`config.mk`:
```
export PLATFORM = sky130hd
export DESIGN_NAME = memory_writer_wiener
export DESIGN_NICKNAME = d
export VERILOG_FILES = /design/src/rtl/wiener_pkg.sv /design/src/rtl/wiener_write_fifo.sv /design/src/rtl/memory_writer_wiener.sv
export SDC_FILE = /design/constraint.sdc
export NUM_CORES = 1
export LEC_CHECK = 0
export ABC_CLOCK_PERIOD_IN_PS = 21200
export CAP_MARGIN = 20
export CORE_ASPECT_RATIO = 0.9
export CORE_MARGIN = 3
export CORE_UTILIZATION = 40
export DETAILED_ROUTE_END_ITERATION = 16
export GPL_TIMING_DRIVEN = 0
export PLACE_DENSITY = 0.64
export SLEW_MARGIN = 20
export SYNTH_ARGS = -nofsm -noshare
export SYNTH_HDL_FRONTEND = slang
export SYNTH_SLANG_ARGS = --single-unit
export TNS_END_PERCENT = 5
```
`constraint.sdc`:
```
create_clock -name clk -period 21.2 [get_ports clk]
set_input_delay 2.12 -clock clk [delete_from_list [all_inputs] [get_ports clk]]
set_output_delay 2.12 -clock clk [all_outputs]
set_load 0.05 [all_outputs]
```
`src/rtl/wiener_pkg.sv`:
```
// Shared FSM state type and AXI-style burst constants for the Wiener-filter
// output writer.
package wiener_pkg;

  typedef enum logic [2:0] {
    ST_IDLE,
    ST_WAIT_LINE,
    ST_ISSUE,
    ST_DATA,
    ST_RESP,
    ST_DONE
  } wr_state_e;

  localparam logic [1:0] BURST_INCR = 2'd1;
  localparam logic [2:0] SIZE_4B    = 3'd2;

endpackage

```
`src/rtl/wiener_write_fifo.sv`:
```
// First-word fall-through pixel FIFO. A push into a full FIFO is kept only
// if a pop frees a slot in the same cycle; otherwise drop_o flags the loss.
module wiener_write_fifo #(
  parameter int DEPTH      = 16,
  parameter int DATA_WIDTH = 32
) (
  input  logic                         clk,
  input  logic                         rst_n,
  input  logic                         flush_i,
  input  logic                         push_i,
  input  logic [DATA_WIDTH-1:0]        push_data_i,
  input  logic                         pop_i,
  output logic [DATA_WIDTH-1:0]        head_o,
  output logic [$clog2(DEPTH+1)-1:0]   count_o,
  output logic                         empty_o,
  output logic                         drop_o
);

  localparam int AW = $clog2(DEPTH);
  localparam int CW = $clog2(DEPTH + 1);

  logic [DATA_WIDTH-1:0] mem_q [DEPTH];
  logic [AW-1:0]         wr_ptr_q, rd_ptr_q;
  logic [CW-1:0]         count_q;
  logic                  full, push_ok, pop_ok;

  assign full    = (count_q == CW'(DEPTH));
  assign empty_o = (count_q == '0);
  assign pop_ok  = pop_i && !empty_o;
  assign push_ok = push_i && (!full || pop_ok);
  assign drop_o  = push_i && !flush_i && full && !pop_ok;
  assign head_o  = mem_q[rd_ptr_q];
  assign count_o = count_q;

  always_ff @(posedge clk) begin
    if (!rst_n || flush_i) begin
      wr_ptr_q <= '0;
      rd_ptr_q <= '0;
      count_q  <= '0;
    end else begin
      if (push_ok) wr_ptr_q <= wr_ptr_q + AW'(1);
      if (pop_ok)  rd_ptr_q <= rd_ptr_q + AW'(1);
      case ({push_ok, pop_ok})
        2'b10:   count_q <= count_q + CW'(1);
        2'b01:   count_q <= count_q - CW'(1);
        default: count_q <= count_q;
      endcase
    end
  end

  // Storage needs no reset: the pointers alone define what is valid.
  always_ff @(posedge clk) begin
    if (push_ok) mem_q[wr_ptr_q] <= push_data_i;
  end

endmodule

```
`src/rtl/memory_writer_wiener.sv`:
```
// Writes filtered pixels, arriving in block raster order, to memory as one
// BLOCK_SIZE-beat burst per block line.
module memory_writer_wiener
  import wiener_pkg::*;
#(
  parameter int ADDR_WIDTH = 32,
  parameter int DATA_WIDTH = 32,
  parameter int BLOCK_SIZE = 8
) (
  input  logic                  clk,
  input  logic                  rst_n,
  input  logic [15:0]           frame_height,
  input  logic [15:0]           frame_width,
  input  logic [ADDR_WIDTH-1:0] base_addr_out,
  input  logic                  start_of_frame,
  input  logic [DATA_WIDTH-1:0] pixel_in,
  input  logic                  pixel_valid,
  output logic                  start_write,
  output logic [ADDR_WIDTH-1:0] write_addr,
  output logic [31:0]           write_len,
  output logic [2:0]            write_size,
  output logic [1:0]            write_burst,
  output logic [DATA_WIDTH-1:0] wdata,
  output logic                  wvalid,
  input  logic                  wready,
  output logic                  wlast,
  input  logic                  bvalid,
  output logic                  frame_written,
  output logic                  overflow
);

  localparam int DEPTH = 2 * BLOCK_SIZE;
  localparam int CW    = $clog2(DEPTH + 1);
  localparam int BW    = (BLOCK_SIZE > 1) ? $clog2(BLOCK_SIZE) : 1;
  localparam logic [15:0]   BS16      = 16'(BLOCK_SIZE);
  localparam logic [BW-1:0] LAST_BEAT = BW'(BLOCK_SIZE - 1);

  wr_state_e             state_q, state_d;
  logic [ADDR_WIDTH-1:0] base_q, base_d, write_addr_q, write_addr_d;
  logic [15:0]           line_q, line_d, block_col_q, block_col_d, block_row_q, block_row_d;
  logic [BW-1:0]         beat_q, beat_d;
  logic                  overflow_q, overflow_d;
  logic                  fifo_flush, fifo_pop, fifo_empty, fifo_drop;
  logic [CW-1:0]         fifo_count;
  logic [15:0]           row_px, col_px, row_line;
  logic                  last_line, last_col, last_row;

  wiener_write_fifo #(
    .DEPTH      (DEPTH),
    .DATA_WIDTH (DATA_WIDTH)
  ) u_fifo (
    .clk         (clk),
    .rst_n       (rst_n),
    .flush_i     (fifo_flush),
    .push_i      (pixel_valid),
    .push_data_i (pixel_in),
    .pop_i       (fifo_pop),
    .head_o      (wdata),
    .count_o     (fifo_count),
    .empty_o     (fifo_empty),
    .drop_o      (fifo_drop)
  );

  assign row_px    = block_row_q * BS16;
  assign col_px    = block_col_q * BS16;
  assign row_line  = row_px + line_q;
  assign last_line = (line_q == BS16 - 16'd1);
  assign last_col  = ((col_px + BS16) == frame_width);
  assign last_row  = ((row_px + BS16) == frame_height);

  // Valid/ready: a beat transfers on any cycle with wvalid && wready; wvalid
  // never waits for wready, and wdata/wlast hold until the beat transfers.
  assign wvalid        = (state_q == ST_DATA) && !fifo_empty;
  assign fifo_pop      = wvalid && wready;
  assign wlast         = wvalid && (beat_q == LAST_BEAT);
  assign start_write   = (state_q == ST_ISSUE);
  assign frame_written = (state_q == ST_DONE);
  assign write_addr    = write_addr_q;
  assign write_len     = (state_q == ST_IDLE) ? 32'd0 : 32'(BLOCK_SIZE);
  assign write_size    = SIZE_4B;
  assign write_burst   = (state_q == ST_IDLE) ? 2'd0 : BURST_INCR;
  assign overflow      = overflow_q;

  always_comb begin
    state_d      = state_q;
    base_d       = base_q;
    write_addr_d = write_addr_q;
    line_d       = line_q;
    block_col_d  = block_col_q;
    block_row_d  = block_row_q;
    beat_d       = beat_q;
    fifo_flush   = 1'b0;
    overflow_d   = overflow_q | fifo_drop;
    case (state_q)
      ST_IDLE: begin
        if (start_of_frame) begin
          state_d     = ST_WAIT_LINE;
          base_d      = base_addr_out;
          line_d      = '0;
          block_col_d = '0;
          block_row_d = '0;
          fifo_flush  = 1'b1;
          overflow_d  = 1'b0;
        end
      end
      ST_WAIT_LINE: begin
        // Address is captured here so it stays fixed for the whole burst.
        if (fifo_count >= CW'(BLOCK_SIZE)) begin
          state_d      = ST_ISSUE;
          beat_d       = '0;
          write_addr_d = base_q + ADDR_WIDTH'(row_line) * ADDR_WIDTH'(frame_width)
                       + ADDR_WIDTH'(col_px);
        end
      end
      ST_ISSUE: state_d = ST_DATA;
      ST_DATA: begin
        if (fifo_pop) begin
          beat_d = beat_q + BW'(1);
          if (wlast) state_d = ST_RESP;
        end
      end
      ST_RESP: begin
        if (bvalid) begin
          if (last_line) begin
            line_d = '0;
            if (last_col) begin
              block_col_d = '0;
              block_row_d = block_row_q + 16'd1;
            end else begin
              block_col_d = block_col_q + 16'd1;
            end
          end else begin
            line_d = line_q + 16'd1;
          end
          state_d = (last_line && last_col && last_row) ? ST_DONE : ST_WAIT_LINE;
        end
      end
      ST_DONE: state_d = ST_IDLE;
      default: state_d = ST_IDLE;
    endcase
  end

  always_ff @(posedge clk) begin
    if (!rst_n) begin
      state_q      <= ST_IDLE;
      base_q       <= '0;
      write_addr_q <= '0;
      line_q       <= '0;
      block_col_q  <= '0;
      block_row_q  <= '0;
      beat_q       <= '0;
      overflow_q   <= 1'b0;
    end else begin
      state_q      <= state_d;
      base_q       <= base_d;
      write_addr_q <= write_addr_d;
      line_q       <= line_d;
      block_col_q  <= block_col_d;
      block_row_q  <= block_row_d;
      beat_q       <= beat_d;
      overflow_q   <= overflow_d;
    end
  end

endmodule

```
# Yosys cells after proc, flatten, opt, wreduce, memory -nomap -nowiden
# Memory sizes are Yosys's and may differ from the RTL's. A register that Yosys moved wholly into a read port is not among the register bits.
# Cells that the tools add are included.
# totals
rom_bits	0
inputBits	102
latch_bits	0
ramBits	512
memories	1
reg_bits	132
# mem_list
name	words	width	read_ports	rd_ports_with_merged_regs	wr	line	source
u_fifo.mem_q	16	32	1	1	1	wiener_write_fifo.sv:22	logic [DATA_WIDTH-1:0] mem_q [DEPTH];
# op_classes
addsub	13
shifts	0
n_mul	1
magnitude_cmp	1
bitwise	1
n_eq_ne	19
n_reduce_logical	29
div_mod_pow	0
mux	33
# op_table
operator	count
$mux W16	9
$pmux W16 S2	3
$add A16 B1 Y16 const B	3
$add A16 B4 Y16 const B	2
$add A32 B16 Y32	1
$add A32 B32 Y32	1
$eq A16 B16 Y1	2
$mul A16 B16 Y32	1
$mux W3	8
$add A16 B16 Y16	1
$eq A16 B3 Y1 const B	1
$pmux W3 S5	1
$mux W4	3
$ne A2 B2 Y1 const B	6
$logic_and A1 B1 Y1	10
$pmux W5 S2	1
$reduce_and A5 Y1	2
$eq A3 B3 Y1 const B	3
$add A4 B1 Y4 const B	2
$mux W1	7
$eq A3 B2 Y1 const B	2
$pmux W3 S2	1
$reduce_and A3 Y1	2
$reduce_bool A2 Y1	3
other kinds (16)	22

# Longest topological paths before layout
# depth
depth_word	10
mapped_depth	36

# By module
# A second synthesis with hierarchy kept.
# unflattened
cells_unflattened	2743
area_unflattened_um2	36286.1
# modules_own_cells
mod	area_per_inst_um2	cells_each	n_inst	seq_area_each_um2
wiener_write_fifo	20268.2	823	1	15715.1
memory_writer_wiener	16017.9	1920	1	2262.2

# Worst setup path after synthesis
# No wires, ideal clock.
# synth_timing
kind	input -> register
from	input frame_width[7]
to	register write_addr_q[30] (netlist: write_addr[30])
slack_ns	13.019
arrival_time_ns	8.098
path_buffers	3
path_stages	25
required_time_ns	21.117
setup_time_ns	0.083
path_cell_list	clkbuf_1 clkbuf_1 nand2_1 fa_1 inv_1 fa_1 inv_1 fa_1 inv_1 fa_1 fa_1 inv_1 fa_1 inv_1 ha_1 clkbuf_1 o21ai_0 o211ai_1 a221oi_1 o311ai_1 o31ai_1 o311ai_0 a221oi_1 nand4_1 o221ai_1
# synth_between
elab_chain_len	3
# synth_rtl
item	line	source
from (decl)	memory_writer_wiener.sv:13	input logic [15:0] frame_width,
$mul A16 B16 Y32	memory_writer_wiener.sv:111	write_addr_d = base_q + ADDR_WIDTH'(row_line) * ADDR_WIDTH'(frame_width)
$add A32 B32 Y32	memory_writer_wiener.sv:111	
$add A32 B16 Y32	memory_writer_wiener.sv:112	+ ADDR_WIDTH'(col_px);
to (signal assigned)	memory_writer_wiener.sv:156	write_addr_q <= write_addr_d;
to (decl)	memory_writer_wiener.sv:39	logic [ADDR_WIDTH-1:0] base_q, base_d, write_addr_q, write_addr_d;
# Every way passes these cells.
# A chain may end at the register's enable or synchronous reset.

# Worst setup path after layout
# layout_timing
from	register block_row_q[0]
to	register write_addr_q[30] (netlist: write_addr[30])
# layout_between
elab_chain_len	4
# layout_rtl
item	line	source
from (decl)	memory_writer_wiener.sv:40	logic [15:0] line_q, line_d, block_col_q, block_col_d, block_row_q, block_row_d;
from (signal assigned)	memory_writer_wiener.sv:159	block_row_q <= block_row_d;
$add A16 B16 Y16	memory_writer_wiener.sv:66	assign row_line = row_px + line_q;
$mul A16 B16 Y32	memory_writer_wiener.sv:111	
$add A32 B32 Y32	memory_writer_wiener.sv:111	
$add A32 B16 Y32	memory_writer_wiener.sv:112	
# Every way passes these cells.

==> impl_metrics.sql <==
INSERT INTO impl_metrics (metric_group, metric, value, unit) VALUES
('layout', 'final_area', '0.04243', 'sq mm'),
('timing', 'timing.final.crit_share', '0.4734', ''),
('setup_path', 'endpoint_kind', 'register', ''),
('placement', 'detailedPlace.worstSlack', '11.13', 'ns'),
('yosys', 'post_synth_inst_count', '2764', ''),
('yosys', 'synth_enable_flop_cells', '512', ''),
('layout', 'areaGrowthSynthToFinish', '17.34', '%'),
('floorplanning', 'start_util', '0.4078', ''),
('floorplanning', 'fp-row-count', '103', ''),
('worst_hold_path', 'hp-start', 'base_q[11]', ''),
('clock_network', 'cts_repair_resize_count', '0', ''),
('placement', 'placed_area', '0.04007', 'sq mm'),
('placement', 'port_buffers', '168', ''),
('layout', 'num-nets-final', '3541', ''),
('route', 'detail_route.vias_per_cell', '5.289', ''),
('route', 'postRouteAntennaNets', '0', ''),
('global_route', 'grt_antenna_before_repair', '11', ''),
('yosys', 'async_flop_share', '0', ''),
('timing', 'setup_slack', '11.16', 'ns'),
('yosys', 'syn_area', '0.03615', 'sq mm'),
('run_status', 'run_status', 'finished clean', ''),
('floorplanning', 'die-area', '0.09403', 'sq mm'),
('yosys', 'ys_seq_elements', '642', ''),
('timing', 'transition_time_of_the_tightest_slew_check_pin', '1.120', 'ns'),
('setup_path', 'worst-endpoint-required', '21.70', 'ns'),
('timing', 'fin_tns_setup', '0', 'ns'),
('clock_network', 'clockRootBuffer', 'sky130_fd_sc_hd__clkbuf_16', ''),
('floorplanning', 'placeable_core_region', '0.08867', 'sq mm'),
('timing', 'setup_violations', '0', ''),
('timing', 'hold_viol_final', '0', ''),
('setup_path', 'startpoint_of_the_worst_setup_timing_path', 'block_row_q[0]', ''),
('setup_path', 'crit_fanout', '10', ''),
('route', 'drc', '0', ''),
('clock_network', 'cts_tree', 'built', ''),
('clock_network', 'htree_num_levels', '3', ''),
('clock_network', 'cts-buffers-inserted', '68', ''),
('worst_hold_path', 'worst_hold_path.num_cells', '2', ''),
('timing', 'final.hold.worst_slack', '0.4650', 'ns'),
('layout', 'n_fill_cell', '7707', ''),
('clock_network', 'worst_skew_pair.late_latency', '0.64', 'ns'),
('pwr', 'total_leakage_power', '15.97', 'nW'),
('setup_path', 'worst_path_class_setup', 'reg -> reg', ''),
('clock_network', 'cts_max_path_buffers', '3', ''),
('timing', 'slew_violations', '0', ''),
('timing', 'timing.clock.skew', '0.05657', 'ns'),
('yosys', 'ys_dominant_reg_cell', 'sky130_fd_sc_hd__edfxtp_1', ''),
('global_route', 'grt_max_degree', '19', ''),
('pwr', 'total_power', '2.784', 'mW'),
('setup_path', 'critical_path_arrival', '10.53', 'ns'),
('layout', 'fraction_of_final_layout_cells_with_drive_strength_greater_than_1', '0.1194', ''),
('global_route', 'grtUsageTotal', '0.2045', ''),
('clock_network', 'postCtsSetupBuffers', '0', ''),
('route', 'drt_iter0_drc', '2369', ''),
('route', 'num_vias', '22676', ''),
('route', 'postRouteWirelength', '95.41', 'mm'),
('yosys', 'yosys.cell_types.count', '76', ''),
('timing', 'max-slew-margin-rel', '0.2505', ''),
('route', 'drt_pass1_iterations', '6', ''),
('yosys', 'yosys_warnings', '0', ''),
('timing', 'rsz0062_at_grt', 'no', ''),
('setup_path', 'timing.critical_path.slowest_cell_delay', '0.81', 'ns'),
('worst_hold_path', 'hold_class', 'reg -> reg', ''),
('floorplanning', 'top_level_pins', '208', ''),
('floorplanning', 'die_width', '322.9', 'microns'),
('setup_path', 'r2r_cells', '32', ''),
('timing', 'fmax', '99.65', 'MHz'),
('placement', 'gpl.final_weighted_congestion', '0.9001', ''),
('placement', 'hpwlAfterDp', '70.87', 'mm'),
('yosys', 'seq_area_frac_synth', '0.4972', ''),
('setup_path', 'critical_path.startpoint_type', 'register', ''),
('global_route', 'grt_overflow_total', '0', '');
## layer usage
layer	up-vias	track usage	part of all wire
met5	-	0	0.00048
met4	6	0.04979	0.023
met3	149	0.05409	0.089
met2	830	0.3056	0.45
met1	11550	0.2981	0.44
li1	10141	-	-
## synthesized netlist by cell type (all sizes together), types with 19 or more instances
master | instances | area share
nand2 | 286 | 0.030
xor2 | 39 | 0.0094
nand4 | 19 | 0.0035
a21oi | 46 | 0.0064
buf | 54 | 0.0097
fa | 240 | 0.13
o21ai | 66 | 0.0091
and2 | 144 | 0.025
nand2b | 21 | 0.0036
nand3 | 46 | 0.0067
xnor2 | 43 | 0.010
nor3 | 29 | 0.0045
nor2b | 20 | 0.0035
mux4 | 160 | 0.10
edfxtp | 512 | 0.43
ha | 126 | 0.044
clkbuf | 114 | 0.012
nor2 | 86 | 0.0089
a21boi | 49 | 0.010
dfxtp | 130 | 0.072
inv | 361 | 0.037
and3 | 21 | 0.0036
## where the power goes
part           internal, mW  total (mW)  switching, mW
Combinational        0.0665       0.193          0.127
Clock                 0.701        1.21          0.512
Sequential             1.37        1.38        0.00524
Total                  2.14        2.78          0.644
## through the flow
| stage | std cells | util |
|---|---|---|
| after global routing | 4282 | 0.4784 |
| after global placement | 4120 | 0.4444 |
| after detailed placement | 4157 | 0.4519 |
| final | 4287 | 0.4785 |
| after CTS | 4279 | 0.4781 |
| after floorplan | 2797 | - |
## layout by cell type, fill, tap and decap left out, drive strengths merged, types with 9 or more instances in the layout
master / count
edfxtp: 512
inv: 363
nand2: 286
fa: 240
clkbuf: 201
clkdlybuf4s50: 168
mux4: 160
and2: 144
dfxtp: 130
ha: 126
buf: 90
nor2: 86
o21ai: 66
a21boi: 49
a21oi: 46
nand3: 46
xnor2: 43
xor2: 39
conb: 35
nor3: 29
clkinv: 27
and3: 21
nand2b: 21
nor2b: 20
nand4: 19
a21o: 17
o21a: 15
o31ai: 11
or3: 9
nor4: 9
## flip-flops by register name, summed over array words and instances, names as in the netlist, named ones only
name / count
line_q: 16
u_fifo.rd_ptr_q: 4
beat_q: 3
base_q: 32
write_addr: 32
block_row_q: 13
u_fifo.wr_ptr_q: 4
block_col_q: 13
overflow: 1
state_q: 3
u_fifo.mem_q: 512
u_fifo.count_o: 5
## cell families after synthesis
logic type / count (synthesis) / share of synthesized area
buf+inv: 530 / 0.05907
simple gates: 716 / 0.09849
mux: 164 / 0.1008
fa+ha+maj: 366 / 0.1765
other cells: 2 / 0.0002077
xor+xnor: 82 / 0.01986
flops: 642 / 0.4972
compound gates: 262 / 0.04786
## layout make-up
cell class	instances	area, sq um	share of cell area
Timing Repair Buffer	206	2248	0.05300
Buffer	168	780.7	0.01840
Antenna cell	7	17.52	0.0004129
Tap cell	1155	1445	0.03406
Multi-Input combinational cell	1625	16280	0.3836
Inverter	362	1359	0.03203
Sequential cell	642	17980	0.4237
Clock inverter	37	485.5	0.01144
Clock buffer	85	1837	0.04329
## path summary, 6_finish.rpt
path	end	slack (ns)
setup reg to reg	write_addr[30]	11.16
setup / recovery	write_addr[30]	11.16
hold / removal	base_q[11]	0.46
hold reg to reg	base_q[11]	0.46
## critical path: cells and delay by family (launching register included)
kind            cells  cell delay, ns
fa+ha+maj           9            4.20
compound gates     10            2.56
simple gates        7            0.99
buf+inv             5            0.92
xor+xnor            1            0.70
flops               1            0.53
Power figures use the tool's default switching activity.
